File: src/rtl/rgb_fader_if.sv
// rgb_fader_if: target handshake and duty/status bundle for rgb_fader.
// master = target source / PWM-side consumer, slave = the fader itself.
interface rgb_fader_if #(
  parameter int R = 8
);
  logic       tgt_valid;
  logic       tgt_ready;
  logic [R:0] tgt_red;
  logic [R:0] tgt_green;
  logic [R:0] tgt_blue;
  logic [R:0] red_duty;
  logic [R:0] green_duty;
  logic [R:0] blue_duty;
  logic       busy;
  logic       done;

  modport master (
    output tgt_valid, tgt_red, tgt_green, tgt_blue,
    input  tgt_ready, red_duty, green_duty, blue_duty, busy, done
  );

  modport slave (
    input  tgt_valid, tgt_red, tgt_green, tgt_blue,
    output tgt_ready, red_duty, green_duty, blue_duty, busy, done
  );
endinterface

File: src/rtl/rgb_fader.sv
// rgb_fader: linear colour-fade controller feeding the RGB PWM driver.
// Accepts a target duty triple in IDLE, then steps each channel by up to
// STEP every TICK_DIV cycles until all three match, then pulses done.
// Optional build macro: RGB_FADER_CLAMP_EN clamps accepted targets to 2^R.
module rgb_fader #(
  parameter int R        = 8,
  parameter int TICK_DIV = 50000,
  parameter int STEP     = 1
) (
  input logic       clk,
  input logic       reset,
  rgb_fader_if.slave bus
);
  localparam int NCH = 3;
  localparam int CW  = (TICK_DIV > 1) ? $clog2(TICK_DIV) : 1;

  localparam logic [0:0] ST_IDLE = 1'b0;
  localparam logic [0:0] ST_FADE = 1'b1;

  localparam logic [CW-1:0] CNT_LAST = CW'(TICK_DIV - 1);
  localparam logic [R+1:0]  STEP_W   = (R+2)'(STEP);
  localparam logic [R:0]    FULL     = {1'b1, {R{1'b0}}};

  logic [0:0]              state;
  logic [CW-1:0]           cnt;
  logic                    done_q;
  logic [NCH-1:0][R:0]     cur;
  logic [NCH-1:0][R:0]     tgt;
  logic [NCH-1:0][R:0]     tgt_raw;
  logic [NCH-1:0][R:0]     tgt_in;
  logic [NCH-1:0][R:0]     nxt;
  logic [NCH-1:0]          at_tgt;
  logic                    tick;

  // channel order: 0 = red, 1 = green, 2 = blue
  assign tgt_raw = {bus.tgt_blue, bus.tgt_green, bus.tgt_red};
  assign tick    = (cnt == CNT_LAST);

  for (genvar g = 0; g < NCH; g++) begin : g_chan
    logic [R+1:0] cur_w, tgt_w, d_up, d_dn, inc_up, inc_dn, sum_up, sum_dn;
    logic [R:0]   nxt_c;

`ifdef RGB_FADER_CLAMP_EN
    // anything above full scale latches as exactly full scale
    assign tgt_in[g] = (tgt_raw[g] > FULL) ? FULL : tgt_raw[g];
`else
    // targets pass through untouched; the PWM driver saturates above 2^R
    assign tgt_in[g] = tgt_raw[g];
`endif

    // one bit of headroom so differences and sums never wrap
    always_comb begin
      cur_w  = {1'b0, cur[g]};
      tgt_w  = {1'b0, tgt[g]};
      d_up   = tgt_w - cur_w;
      d_dn   = cur_w - tgt_w;
      inc_up = (d_up < STEP_W) ? d_up : STEP_W;
      inc_dn = (d_dn < STEP_W) ? d_dn : STEP_W;
      sum_up = cur_w + inc_up;
      sum_dn = cur_w - inc_dn;
      nxt_c  = cur[g];
      if (tgt_w > cur_w)      nxt_c = sum_up[R:0];
      else if (tgt_w < cur_w) nxt_c = sum_dn[R:0];
    end

    assign nxt[g]    = nxt_c;
    assign at_tgt[g] = (cur[g] == tgt[g]);
  end

  // state, tick counter, duties and the done pulse
  always_ff @(posedge clk) begin
    if (reset) begin
      state  <= ST_IDLE;
      cnt    <= '0;
      cur    <= '0;
      tgt    <= '0;
      done_q <= 1'b0;
    end else begin
      done_q <= 1'b0;
      case (state)
        ST_IDLE: begin
          if (bus.tgt_valid) begin
            tgt   <= tgt_in;
            cnt   <= '0;
            state <= ST_FADE;
          end
        end
        ST_FADE: begin
          // completion wins over a coincident tick: no step on the exit edge
          if (&at_tgt) begin
            state  <= ST_IDLE;
            done_q <= 1'b1;
          end else begin
            cnt <= tick ? '0 : cnt + CW'(1);
            if (tick) cur <= nxt;
          end
        end
        default: state <= ST_IDLE;
      endcase
    end
  end

  assign bus.tgt_ready  = (state == ST_IDLE);
  assign bus.busy       = (state == ST_FADE);
  assign bus.done       = done_q;
  assign bus.red_duty   = cur[0];
  assign bus.green_duty = cur[1];
  assign bus.blue_duty  = cur[2];
endmodule

File: src/flat_wrapper.sv
// flat-port wrapper written by rule: the top's interface ports become plain ports
module rgb_fader_flat 
#(
  parameter int R        = 8,
  parameter int TICK_DIV = 50000,
  parameter int STEP     = 1
)
  (clk, reset, bus_tgt_valid, bus_tgt_red, bus_tgt_green, bus_tgt_blue, bus_tgt_ready, bus_red_duty, bus_green_duty, bus_blue_duty, bus_busy, bus_done);
  rgb_fader_if #(.R(R)) bus_i ();
  input logic clk;
  input logic reset;
  input wire logic [$bits(bus_i.tgt_valid)-1:0] bus_tgt_valid;
  input wire logic [$bits(bus_i.tgt_red)-1:0] bus_tgt_red;
  input wire logic [$bits(bus_i.tgt_green)-1:0] bus_tgt_green;
  input wire logic [$bits(bus_i.tgt_blue)-1:0] bus_tgt_blue;
  output wire logic [$bits(bus_i.tgt_ready)-1:0] bus_tgt_ready;
  output wire logic [$bits(bus_i.red_duty)-1:0] bus_red_duty;
  output wire logic [$bits(bus_i.green_duty)-1:0] bus_green_duty;
  output wire logic [$bits(bus_i.blue_duty)-1:0] bus_blue_duty;
  output wire logic [$bits(bus_i.busy)-1:0] bus_busy;
  output wire logic [$bits(bus_i.done)-1:0] bus_done;
  assign bus_i.tgt_valid = bus_tgt_valid;
  assign bus_i.tgt_red = bus_tgt_red;
  assign bus_i.tgt_green = bus_tgt_green;
  assign bus_i.tgt_blue = bus_tgt_blue;
  assign bus_tgt_ready = bus_i.tgt_ready;
  assign bus_red_duty = bus_i.red_duty;
  assign bus_green_duty = bus_i.green_duty;
  assign bus_blue_duty = bus_i.blue_duty;
  assign bus_busy = bus_i.busy;
  assign bus_done = bus_i.done;
  rgb_fader #(.R(R), .TICK_DIV(TICK_DIV), .STEP(STEP)) u_core (.clk(clk), .reset(reset), .bus(bus_i));
endmodule
File: config.mk
export PLATFORM = sky130hd
export DESIGN_NAME = rgb_fader_flat
export DESIGN_NICKNAME = d
export VERILOG_FILES = /design/src/rtl/rgb_fader_if.sv /design/src/rtl/rgb_fader.sv /design/src/flat_wrapper.sv
export SDC_FILE = /design/constraint.sdc
export NUM_CORES = 1
export LEC_CHECK = 0
export BUFFER_PORTS_ARGS = -buffer_cell sky130_fd_sc_hd__buf_2
export CAP_MARGIN = 10
export CORE_MARGIN = 2
export CORE_UTILIZATION = 60
export CTS_CLUSTER_DIAMETER = 30
export DETAILED_ROUTE_END_ITERATION = 8
export PLACE_DENSITY = 0.78
export SLEW_MARGIN = 20
export SYNTH_ARGS = -nofsm -noshare
export SYNTH_HDL_FRONTEND = slang
export SYNTH_SLANG_ARGS = --single-unit
export TNS_END_PERCENT = 50
File: constraint.sdc
create_clock -name clk -period 8.1 [get_ports clk]
set_input_delay 0.405 -clock clk [delete_from_list [all_inputs] [get_ports clk]]
set_output_delay 0.405 -clock clk [all_outputs]
set_load 0.1 [all_outputs]
== Word-level counts from Yosys, hierarchy flattened ==
Cells that the tools add are included.

* $add $sub $neg: 13
* Order comparisons: 12
* Equal/unequal tests: 6
* Multiplexer cells: 20
* Bitwise gates (word level): 2
* Reductions and logical operators: 10

{| class="wikitable"
|+ Operators with widths
! cell !! count
|-
| $mux W9 || 12
|-
| $lt A10 B1 Y1 const B || 6
|-
| $sub A9 B9 Y10 || 6
|-
| $mux W16 || 3
|-
| $pmux W16 S2 || 1
|-
| $add A9 B9 Y9 || 3
|-
| $eq A9 B9 Y1 || 3
|-
| $gt A9 B9 Y1 || 3
|-
| $lt A9 B9 Y1 || 3
|-
| $sub A9 B9 Y9 || 3
|-
| $add A16 B1 Y16 const B || 1
|-
| $eq A16 B16 Y1 const B || 1
|-
| $reduce_and A4 Y1 || 3
|-
| $reduce_bool A2 Y1 || 3
|-
| $ne A2 B2 Y1 const B || 2
|-
| $reduce_and A2 Y1 || 2
|-
| $mux W1 || 3
|-
| $reduce_and A3 Y1 || 1
|-
| $not A1 Y1 || 2
|-
| $pmux W1 S2 || 1
|-
| $reduce_or A2 Y1 || 1
|}

* Register bits: 72
* Input port bits: 30
* Output and inout bits: 30
* Word-level logic and storage cells: 72

== Logic depth before layout (Yosys ltp) ==
Gate-level depths: netlist (run 1).

* Depth in word-level cells: 6
* Depth in mapped cells: 21
* Depth with buffers taken out: 21

== Least setup slack after synthesis (run 1) ==
No wires, ideal clock.

* Path type: register -> register
* Start point: register u_core.cur (netlist bit u_core.bus.red_duty[3])
* End point: register u_core.cur (netlist bit u_core.bus.red_duty[8])
* Library setup time: 0.059 ns
* Arrival: 4.644 ns
* Data required time: 8.041 ns
* Slack: 3.397 ns
* Stages on the path, launching flop included: 20
* Buffers on the path: 1
* Clock period less this slack: 4.703 ns
* Path through: dfxtp_1 > inv_1 > ha_1 > buf_6 > o21a_1 > a21bo_4 > a21oi_2 > or4_1 > a211o_1 > a21oi_4 > ha_1 > nor2_1 > o21ai_0 > ha_1 > and3_1 > a221oi_1 > a21oi_1 > xor2_1 > a211oi_1 > a31o_1

* Word-level cells in the longest chain between the ends: 6
* Elaborated cells on any way between the ends: 17
* Classes of those cells: 4 x add/sub; 4 x order compare; 1 x eq/ne; 4 x mux; 1 x bitwise; 3 x reduce/logical

{| class="wikitable"
|+ Ends and longest elaborated chain
! what !! RTL line !! source
|-
| start: declaration || rgb_fader.sv:27 || <nowiki>logic [NCH-1:0][R:0] cur;</nowiki>
|-
| start signal: assignment || rgb_fader.sv:95 || <nowiki>if (tick) cur <= nxt;</nowiki>
|-
| $sub A9 B9 Y10 || rgb_fader.sv:56 || <nowiki>d_dn = cur_w - tgt_w;</nowiki>
|-
| $lt A10 B1 Y1 || rgb_fader.sv:58 || <nowiki>inc_dn = (d_dn < STEP_W) ? d_dn : STEP_W;</nowiki>
|-
| $mux W9 || rgb_fader.sv:58 ||
|-
| $sub A9 B9 Y9 || rgb_fader.sv:60 || <nowiki>sum_dn = cur_w - inc_dn;</nowiki>
|-
| $mux W9 || rgb_fader.sv:63 || <nowiki>else if (tgt_w < cur_w) nxt_c = sum_dn[R:0];</nowiki>
|-
| $mux W9 || rgb_fader.sv:62 || <nowiki>if (tgt_w > cur_w) nxt_c = sum_up[R:0];</nowiki>
|}

Parallel ways exist; a longest one is shown, timed or not. The select of a mux whose other input is x is not followed.
A chain may end at the register's enable or synchronous reset.

== Worst setup path in the final report (run 1) ==
* Start point: register u_core.cur (netlist bit u_core.bus.green_duty[2])
* End point: register u_core.cur (netlist bit u_core.bus.green_duty[8])

The elaborated chain is that of the path after synthesis.

==> metrics.cfg, run 1 <==
[run_status]
status=finished, final reports clean

[finish]
drive_gt1_share_pct=11.4
postLayoutCellArea_sq_um=7500
num-nets-final=1039
fin_util_pct=66.2
syn2layout_area_growth_pct=9.02
fillCellCount=1003
antenna_cells_inserted=0

[setup_path]
end_kind=flip-flop
reg2reg_to=u_core.bus.green_duty[8]
criticalPathCategory=flip-flop to flip-flop
rrSetupSlack_ns=3.49
reg2reg_from=u_core.bus.green_duty[2]
crit_start=u_core.bus.green_duty[2]
cp-start-kind=flip-flop
cp.required_ns=8.40
crit_end=u_core.bus.green_duty[8]
cp_max_fo=9
rr_worst_depth=18
crit_arrival_ns=4.91

[grt]
use_met3_pct=4.32
grt_util_met1_pct=37.5
grt_usage_pct=27.3
grt_pass1_vias=5777
busiest_layer=met2
antenna_found_initial=0
grt_pass1_wl_um=28000
use_met2_pct=43.9
grt-ovfl-total=0
grt_start_max_net_pins=76

[floorplanning]
core_sq_um=11300
num_io_pins=60
dieArea_sq_um=12300
die_w_um=111
row_count=39
die_height_um=111
initial_core_util_pct=60.7

[worst_hold_path]
hp-class=input pin to flip-flop
min-delay-start=bus_tgt_blue[3]

[detailed_routing]
finalWirelength_um=16400
firstDrtPassIters=5
route.detailed.wl_per_inst_um=15.4
vias=6247
drcViolationCount=0
ant_nets=0
first_iter_violations=464
via_per_inst=5.86

[logic_synthesis]
yosysUniqueCellTypes=75
async_reset_ff_share_pct=0
mappedNetlistArea_sq_um=6880
syn_area_per_cell_sq_um=7.79
synth-seq-cells=72
seq_area_frac_synth_pct=21.0
synth_ff_type=dfxtp_1
synth_edf_count=0
synthCells=883
yosysWarnings=0

[clocking]
clockBufferDepth=2
clock-sinks=72
clk_pin_slew_worst_paths_ns=0.06
numCtsBuffers=9
cts-root-buf=clkbuf_16
post_cts_resized=0
cts_setup_buffers=0
cts_hold_buf=0
cts_tree=done
h-tree-depth=3
insertion_delay_ns=0.35

[placed_design]
place_hpwl_um=12300
place_congestion=0.921
port-buffer-count=59
placed_area_sq_um=7180

[sta]
finalSetupTns_ns=0
hold_viol_final=0
slew_headroom_pct=42.8
rsz0062_at_grt=false
period_needed_ns=4.61
fmax_mhz=217
worstMarginPinSlew_ns=0.857
finClkSkew_ns=0.00753
finalSetupViolations=0
finalMaxSlewViolations=0
period_share_pct=56.9

[pwr]
powerDensity_nw_per_um2=159
leakagePower_nw=3.21
vdd_drop_max_mv=0.125
finalPower_w=0.00119

[run]
maxCapViolations=0

synthesized netlist by cell type (10+ instances only):
| master | number | area (sq um) |
|---|---|---|
| clkbuf_1 | 12 | 45.0 |
| nand2_1 | 92 | 345 |
| nand2b_1 | 14 | 87.6 |
| xnor2_1 | 32 | 280 |
| a21o_1 | 17 | 128 |
| a21oi_1 | 72 | 360 |
| dfxtp_1 | 72 | 1440 |
| xor2_1 | 13 | 114 |
| o21ai_0 | 32 | 160 |
| nand3_1 | 14 | 70.1 |
| nor3_1 | 19 | 95.1 |
| and2_1 | 10 | 62.6 |
| nor2_1 | 91 | 342 |
| mux2i_1 | 26 | 260 |
| buf_2 | 20 | 100 |
| inv_1 | 76 | 285 |
| ha_1 | 82 | 1030 |
| nor2b_1 | 26 | 163 |
state kept, by name, indices dropped and copies added, names as in the netlist:
signal and flops:
u_core.bus.blue_duty 9, u_core.bus.busy 1, u_core.bus.green_duty 9, u_core.bus.red_duty 9, u_core.cnt 16, u_core.g_chan.tgt_w 27
u_core.bus.done 1
cell type report:
type,count,area [sq um],share of cell area (%)
clock buffer,10,239,3.19
clock inverter,6,67.6,0.901
inverter,76,285,3.81
multi-input combinational,698,4970,66.4
sequential,72,1440,19.2
tap,143,179,2.39
timing repair buffer,61,310,4.14
cell families (layout without fill, tap and decap cells):
group                    count (synthesis)  in the layout  synth area share [%]
adder cells (fa/ha/maj)                 91             91                  17.5
multiplexers                            26             26                  3.78
XOR/XNOR                                45             45                  5.73
buffers and inverters                  115            153                  7.02
AO/OA/AOI/OAI                          221            221                  22.9
flip-flops                              72             72                  21.0
other                                    1              3                0.0545
AND/OR/NAND/NOR                        312            312                  22.0
power breakdown:
group / switching, W / total [W] / leakage (nW) / internal, W
Clock: 0.000168 / 0.000416 / 0.145 / 0.000248
Combinational: 0.000235 / 0.000402 / 2.48 / 0.000167
Sequential: 0.00000826 / 0.000372 / 0.585 / 0.000364
cell usage in the layout, fill, tap and decap left out, types with 4 or more instances in the layout:
cell type / count
nand2b_1: 14
clkbuf_16: 9
a221oi_1: 5
o21a_1: 8
o21ai_1: 7
nor4_1: 4
o21ai_0: 32
a311oi_2: 9
xnor2_1: 32
inv_1: 76
a2111oi_0: 4
nor2_1: 91
and3_1: 7
nand3_1: 14
mux2i_1: 26
a22oi_1: 4
xor2_1: 13
a211oi_1: 6
o41ai_1: 7
nor3b_1: 5
nand4_1: 7
and2_1: 10
nand2_1: 91
nor2b_1: 24
dfxtp_1: 72
o2111ai_1: 5
o21bai_1: 6
fa_1: 9
a21o_1: 17
nor3_1: 19
a21oi_1: 70
ha_1: 82
a211o_1: 5
buf_2: 59
how the worst min path moves through the flow:
stage / to / cells after the start
after global placement: u_core.g_chan[0].tgt_w[0] / 2
after CTS: u_core.g_chan[0].tgt_w[8] / 3
after floorplan: u_core.g_chan[0].tgt_w[0] / 2
after global routing: u_core.g_chan[0].tgt_w[2] / 3
after detailed placement: u_core.g_chan[1].tgt_w[3] / 2
final: u_core.g_chan[2].tgt_w[3] / 3
critical path, cell delays in order (launching register included):
cell       delay, ns
dfxtp_1         0.46
inv_1           0.07
ha_1            0.48
xor2_1          0.23
o2111ai_1       0.14
nor4_1          0.28
a21boi_1        0.19
nand4_1         0.14
a2111oi_4       0.47
ha_1            0.30
and2_1          0.17
fa_1            0.43
nor2b_1         0.13
o21ai_0         0.11
a21oi_1         0.22
o41ai_1         0.11
xor2_1          0.16
or4_1           0.41
nand2_1         0.07
metrics by stage:
stage | hold slack (ns) | worst slack (ns) | std cells
after detailed placement | 0.466 | 3.62 | 1050
after global placement | 0.465 | 3.65 | 1050
after floorplan | 0.453 | 3.40 | 885
after CTS | 0.283 | 3.52 | 1066
after global routing | 0.302 | 3.20 | 1066
final | 0.290 | 3.49 | 1066
per-layer routing:
metal  vias up  part of all wire [%]
met5         -                     0
met4         0                   2.3
met3        36                   4.8
met2       173                    46
met1      2887                    47
li1       3151                     -
Power figures use the tool's default switching activity.
==> inputs of run 2 (changes only) <==
ABC_AREA = 1   (was not set)
CORE_UTILIZATION = 56   (was 60)
PLACE_DENSITY = 0.76   (was 0.78)
clock period = 3.9 ns   (was 8.1 ns; I/O delays follow)
==> metrics.cfg, run 2 <==
[finish]
ff_latch_area_sq_um=1460  ; +1.0%
drive_gt1_share_pct=14.4  ; +3.1 points
final_cell_mix=nand2_1 (265), inv_1 (155), a21oi_1 (118)
num-nets-final=1280  ; +23%
largest_reg_flops=27  ; unchanged
multi_input_area_sq_um=4950  ; -0.55%
final_common_cell=nand2_1
fillCellCount=1181  ; +18%
syn2layout_area_growth_pct=12.6
antenna_cells_inserted=0  ; unchanged

[setup_path]
path_buf_inv=3  ; +2
cp_slowest_cell=fa_2
crit_arrival_ns=3.85  ; -1.06 ns
cpPeakStageDelay_ns=0.53  ; +0.05 ns
rr_worst_depth=23  ; +5
reg2reg_to=u_core.bus.green_duty[8]
cp.required_ns=4.18  ; -4.22 ns
criticalPathCategory=flip-flop to flip-flop
cpLargestDelayFamily=adder cells
path_common_cell=nand2_1
rrSetupSlack_ns=0.33  ; -3.16 ns
reg2reg_from=u_core.g_chan[1].tgt_w[0]
end_kind=flip-flop
cp_max_fo=4  ; -5
cp-start-kind=flip-flop
crit_chain=inv_1 > ha_1 > fa_2 > nand2_1 > a21oi_1 > nand3_1 > nor2_1 > nand2_1 > nor2_1 > nand2_1 > inv_1 > ha_1 > nand2_1 > inv_1 > fa_1 > nand3b_1 > nand2_1 > a21oi_1 > nand4_1 > nand3_1 > nand2_1 > nand2_1 > nor2_1

[clocking]
clock-sinks=72  ; unchanged
clk_pin_slew_worst_paths_ns=0.07  ; about the same
cts_hold_buf=0  ; unchanged
numCtsBuffers=9  ; unchanged
insertion_delay_ns=0.35  ; about the same
cts_tree=done
cts_setup_buffers=0  ; unchanged
h-tree-depth=3  ; unchanged
post_cts_resized=0  ; unchanged
clockBufferDepth=2  ; unchanged
cts-root-buf=clkbuf_16

[grt]
grt_pass1_wl_um=29800  ; +6.6%
grt_start_max_net_pins=64  ; -16%
antenna_found_initial=0  ; unchanged
grt_pass1_vias=6313  ; +9.3%
grt-ovfl-total=0  ; unchanged
grt_usage_pct=27.6  ; +0.24 points

[pwr]
finalPower_w=0.00257  ; +120%
swShare_pct=37.6  ; +3.0 points
combPwrFrac_pct=36.1  ; +2.3 points
p_switching_w=0.000968  ; +140%
leakagePower_nw=4.05  ; +26%
p_int_w=0.00161  ; +110%
pwr-share-seq_pct=30.2  ; -1.1 points
vdd_drop_max_mv=0.202  ; +61%
clockPowerShare_pct=33.7  ; -1.3 points
powerDensity_nw_per_um2=323  ; +100%

[sta]
finalMaxSlewViolations=0  ; unchanged
hold_viol_final=0  ; unchanged
slew_headroom_pct=35.0  ; -7.8 points
fmax_mhz=280  ; +29%
rsz0062_at_grt=false
period_share_pct=91.6  ; +35 points
finClkSkew_ns=0.0114  ; +0.00382 ns
worstMarginPinSlew_ns=0.973  ; +0.116 ns
fin_ws_ns=0.326  ; -3.16 ns
period_needed_ns=3.57  ; -1.04 ns
finalSetupViolations=0  ; unchanged

[logic_synthesis]
yosysWarnings=0  ; unchanged
synth-seq-cells=72  ; unchanged
seq_area_frac_synth_pct=20.4  ; -0.56 points
synth_area_leaders=dfxtp_1 (20%), ha_1 (15%), nand2_1 (14%)
yosysUniqueCellTypes=39  ; -48%
synth_ff_type=dfxtp_1
syn_area_per_cell_sq_um=6.44  ; -17%
synth_top_area_cell=dfxtp_1
synth.most_common_cell=nand2_1
mappedNetlistArea_sq_um=7070  ; +2.8%
synth_top_area_share_pct=20.4  ; -0.56 points
synthCells=1098  ; +24%
synth_edf_count=0  ; unchanged
async_reset_ff_share_pct=0  ; unchanged
synthTopCellsByCount=nand2_1 (267), inv_1 (155), a21oi_1 (118)

[detailed_routing]
vias=7001  ; +12%
via_per_inst=5.24  ; -11%
drcViolationCount=0  ; unchanged
finalWirelength_um=18100  ; +10%
first_iter_violations=448  ; -3.4%
route.detailed.wl_per_inst_um=13.5  ; -12%
ant_nets=0  ; unchanged
firstDrtPassIters=7  ; +2

[floorplanning]
die_height_um=116  ; +4.8%
num_io_pins=60  ; unchanged
die_w_um=116  ; +4.8%
core_sq_um=12500  ; +10%
dieArea_sq_um=13500  ; +9.7%
row_count=41  ; +5.1%
initial_core_util_pct=56.7  ; -4.1 points

[placed_design]
place_congestion=0.948  ; +3.0%
post-place-ws_ns=0.123  ; -3.50 ns
place_hpwl_um=14200  ; +16%
port-buffer-count=59  ; unchanged

[run]
maxCapViolations=0  ; unchanged

[worst_hold_path]
min-delay-start=bus_tgt_green[3]
hold_path_depth=3  ; unchanged
hp-class=input pin to flip-flop
min_to=u_core.g_chan[1].tgt_w[3]

[run_status]
status=finished, final reports clean

## run 2: per-stage QoR
stage	std cells	util, %	TNS (ns)	cell area (sq um)	hold WS [ns]
2_1_floorplan	1100	-	-0.0179	7080	0.388
3_3_place_gp	1320	60.8	0	7570	0.462
3_5_place_dp	1320	60.8	0	7570	0.467
4_1_cts	1336	63.2	0	7880	0.114
5_1_grt	1336	63.8	0	7960	0.125
6_report	1336	63.8	0	7960	0.130
## run 2: cell type report
cell class	instances	share of cell area [%]
sequential	72	18.3
inverter	168	7.94
tap	172	2.70
clock inverter	5	0.802
clock buffer	11	3.05
multi-input combinational	835	62.2
timing repair buffer	73	5.03
## run 2: worst max path at each step
| stage | cells past startpoint | slack (ns) | from | to |
|---|---|---|---|---|
| 5_1_grt | 22 | 0.01 | u_core.g_chan[0].tgt_w[0] | u_core.bus.red_duty[8] |
| 3_5_place_dp | 22 | 0.12 | u_core.bus.blue_duty[3] | u_core.bus.blue_duty[6] |
| 2_1_floorplan | 19 | -0.02 | u_core.bus.red_duty[1] | u_core.bus.red_duty[6] |
| 4_1_cts | 22 | 0.12 | u_core.bus.blue_duty[3] | u_core.bus.blue_duty[6] |
| 3_3_place_gp | 22 | 0.17 | u_core.bus.blue_duty[3] | u_core.bus.blue_duty[6] |
| 6_report | 23 | 0.33 | u_core.g_chan[1].tgt_w[0] | u_core.bus.green_duty[8] |
## run 2: worst min-delay path: stages
cell and delay, ns:
buf_2 0.07, o21ai_0 0.07, a21oi_1 0.10
## run 2: cells by family after synthesis
logic type	Yosys count	share of synthesized area, %
xor gates and xnor gates	32	3.97
DFF	72	20.4
adders and majority gates	91	17.1
and+or+nand+nor	494	31.6
AOI/OAI and AO/OA	215	16.2
buffers and inverters	193	10.7
other	1	0.0531
## run 2: per-layer routing
metal	track usage, %	share of wire [%]
met1	38.4	48
met2	44.2	45
met3	4.98	6.0
met4	7.30	1.7
met5	0	0
## run 2: power groups by stage
stage | sequential [W] | combinational, W | clock (W)
finish | 0.000778 | 0.000928 | 0.000868
global placement | 0.000794 | 0.000902 | 0
CTS | 0.000778 | 0.000908 | 0.000882
global route | 0.000781 | 0.00105 | 0.000910
floorplan | 0.000796 | 0.000722 | 0
detailed placement | 0.000795 | 0.000902 | 0
==> inputs of run 3 (changes only) <==
CTS_BUF_LIST = sky130_fd_sc_hd__clkbuf_16   (was not set)
==> metrics.cfg, run 3 (same netlist as run 2, synthesis figures left out) <==
[finish]
final_cell_mix=nand2_1 (265), inv_1 (156), a21oi_1 (118)
fin_util_pct=63.8  ; -0.080 points
antenna_cells_inserted=0  ; unchanged
postLayoutCellArea_sq_um=7950  ; -0.13%
finalNonFillerCells=1336  ; unchanged
syn2layout_area_growth_pct=12.5
final_common_cell=nand2_1
largest_reg_flops=27  ; unchanged
drive_gt1_share_pct=14.3  ; -0.086 points
num-nets-final=1280  ; unchanged

[placed_design]
post-place-ws_ns=0.123  ; unchanged
placed_area_sq_um=7570  ; unchanged
dp_cells=1320  ; unchanged
place_hpwl_um=14200  ; unchanged
place_congestion=0.948  ; unchanged
port-buffer-count=59  ; unchanged

[setup_path]
cpPeakStageDelay_ns=0.42  ; -0.11 ns
cp-start-kind=flip-flop
path_common_cell=nand2_1
path_buf_inv=4  ; +1
cp.required_ns=4.18  ; about the same
cp_slowest_cell=dfxtp_1
end_kind=flip-flop
crit_chain=inv_1 > ha_2 > inv_1 > nor2_1 > nand4_1 > nand3_2 > nand2_1 > inv_1 > nand3_1 > nand2_1 > inv_1 > ha_1 > fa_1 > nand3b_1 > nand2_1 > a21oi_1 > nand4_1 > nand3_1 > nand2_1 > nand2_1 > nor2_1
criticalPathCategory=flip-flop to flip-flop
cpLargestDelayFamily=simple AND/OR/NAND/NOR gates
cp_max_fo=7  ; +3
crit_arrival_ns=3.86  ; about the same

[clocking]
cts_setup_buffers=0  ; unchanged
clock-sinks=72  ; unchanged
clockBufferDepth=2  ; unchanged
insertion_delay_ns=0.35  ; about the same
h-tree-depth=3  ; unchanged
cts-root-buf=clkbuf_16
numCtsBuffers=9  ; unchanged
clk_pin_slew_worst_paths_ns=0.07  ; about the same
cts_tree=done

[sta]
rsz0062_at_grt=false
period_share_pct=91.9  ; +0.24 points
hold_viol_final=0  ; unchanged
slew_headroom_pct=35.5  ; +0.44 points
finalSetupViolations=0  ; unchanged
finClkSkew_ns=0.00974  ; -0.00162 ns
worstMarginPinSlew_ns=0.966  ; -0.00664 ns
period_needed_ns=3.58  ; +0.00948 ns
fmax_mhz=279  ; -0.26%
fin_ws_ns=0.316  ; -0.00948 ns
finalSetupTns_ns=0  ; unchanged
finalMaxSlewViolations=0  ; unchanged

[grt]
grt_pass1_wl_um=29800  ; about the same
antenna_found_initial=0  ; unchanged
grt_start_max_net_pins=64  ; unchanged
grt_pass1_vias=6309  ; -0.063%
grt-ovfl-total=0  ; unchanged
grt_usage_pct=27.6  ; about the same

[pwr]
pwr-share-seq_pct=30.5  ; +0.3 points
vdd_drop_max_mv=0.201  ; about the same
p_switching_w=0.000968  ; about the same
clockPowerShare_pct=33.1  ; -0.6 points
p_int_w=0.00158  ; -1.4%
combPwrFrac_pct=36.4  ; +0.3 points
leakagePower_nw=4.04  ; about the same
swShare_pct=37.9  ; +0.33 points
powerDensity_nw_per_um2=321  ; -0.75%

[detailed_routing]
ant_nets=0  ; unchanged
route.detailed.wl_per_inst_um=13.5  ; -0.37%
drcViolationCount=0  ; unchanged
first_iter_violations=409  ; -8.7%
vias=6999  ; -0.029%
firstDrtPassIters=5  ; -2
finalWirelength_um=18000  ; -0.37%
via_per_inst=5.24  ; about the same

[floorplanning]
row_count=41  ; unchanged
initial_core_util_pct=56.7  ; unchanged
num_io_pins=60  ; unchanged
core_sq_um=12500  ; unchanged
dieArea_sq_um=13500  ; unchanged
die_height_um=116  ; unchanged
die_w_um=116  ; unchanged

[run_status]
status=finished, final reports clean

[run]
maxCapViolations=0  ; unchanged

[worst_hold_path]
hp-class=input pin to flip-flop

[run 3: cell count changes in the layout (fill, tap and decap cells not counted)]
cell,delta
clkinv_1,+1
inv_1,+1
clkbuf_1,-1
clkbuf_8,-1
[run 3: repair_timing]
action,CTS,global route
endpoints found under the setup margin,0,8
resized for setup,0,20
hold buffers,0,0
[run 3: power by group through the flow]
stage	sequential [W]	combinational (W)	clock (W)
after global routing	0.000781	0.00105	0.000887
after global placement	0.000794	0.000902	0
after detailed placement	0.000795	0.000902	0
after CTS	0.000778	0.000908	0.000859
final	0.000778	0.000929	0.000845
after floorplan	0.000796	0.000722	0
[run 3: worst min-delay path: cells and delay by family]
family	cells	cell delay, ns
compound gates	2	0.17
buf+inv	1	0.07
[run 3: worst paths after layout]
path                          start                         to  slack (ns)  depth (start not counted)
max reg2reg  u_core.bus.red_duty[8]     u_core.bus.red_duty[8]        0.32                         21
min reg2reg          u_core.cnt[14]             u_core.cnt[14]        0.47                          2
max          u_core.bus.red_duty[8]     u_core.bus.red_duty[8]        0.32                         21
min                bus_tgt_green[3]  u_core.g_chan[1].tgt_w[3]        0.13                          3
[run 3: final cells by class]
cell class,instances,area (sq um)
multi-input combinational,835,4950
fill,1185,4520
sequential,72,1460
inverter,168,632
timing repair buffer,73,400
clock buffer,9,225
tap,172,215
clock inverter,7,71.3
[run 3: stage by stage]
| stage | power, W | hold WS [ns] |
|---|---|---|
| 2_1_floorplan | 0.00152 | 0.388 |
| 3_3_place_gp | 0.00170 | 0.462 |
| 3_5_place_dp | 0.00170 | 0.467 |
| 4_1_cts | 0.00254 | 0.114 |
| 5_1_grt | 0.00272 | 0.125 |
| 6_report | 0.00255 | 0.131 |
[run 3: per-layer routing]
metal | vias to the layer above | global-route usage, % | share of wire (%)
li1 | 3677 | - | -
met1 | 3100 | 38.4 | 48
met2 | 193 | 44.1 | 44
met3 | 29 | 4.98 | 6.2
met4 | 0 | 7.30 | 1.8
met5 | - | 0 | 0
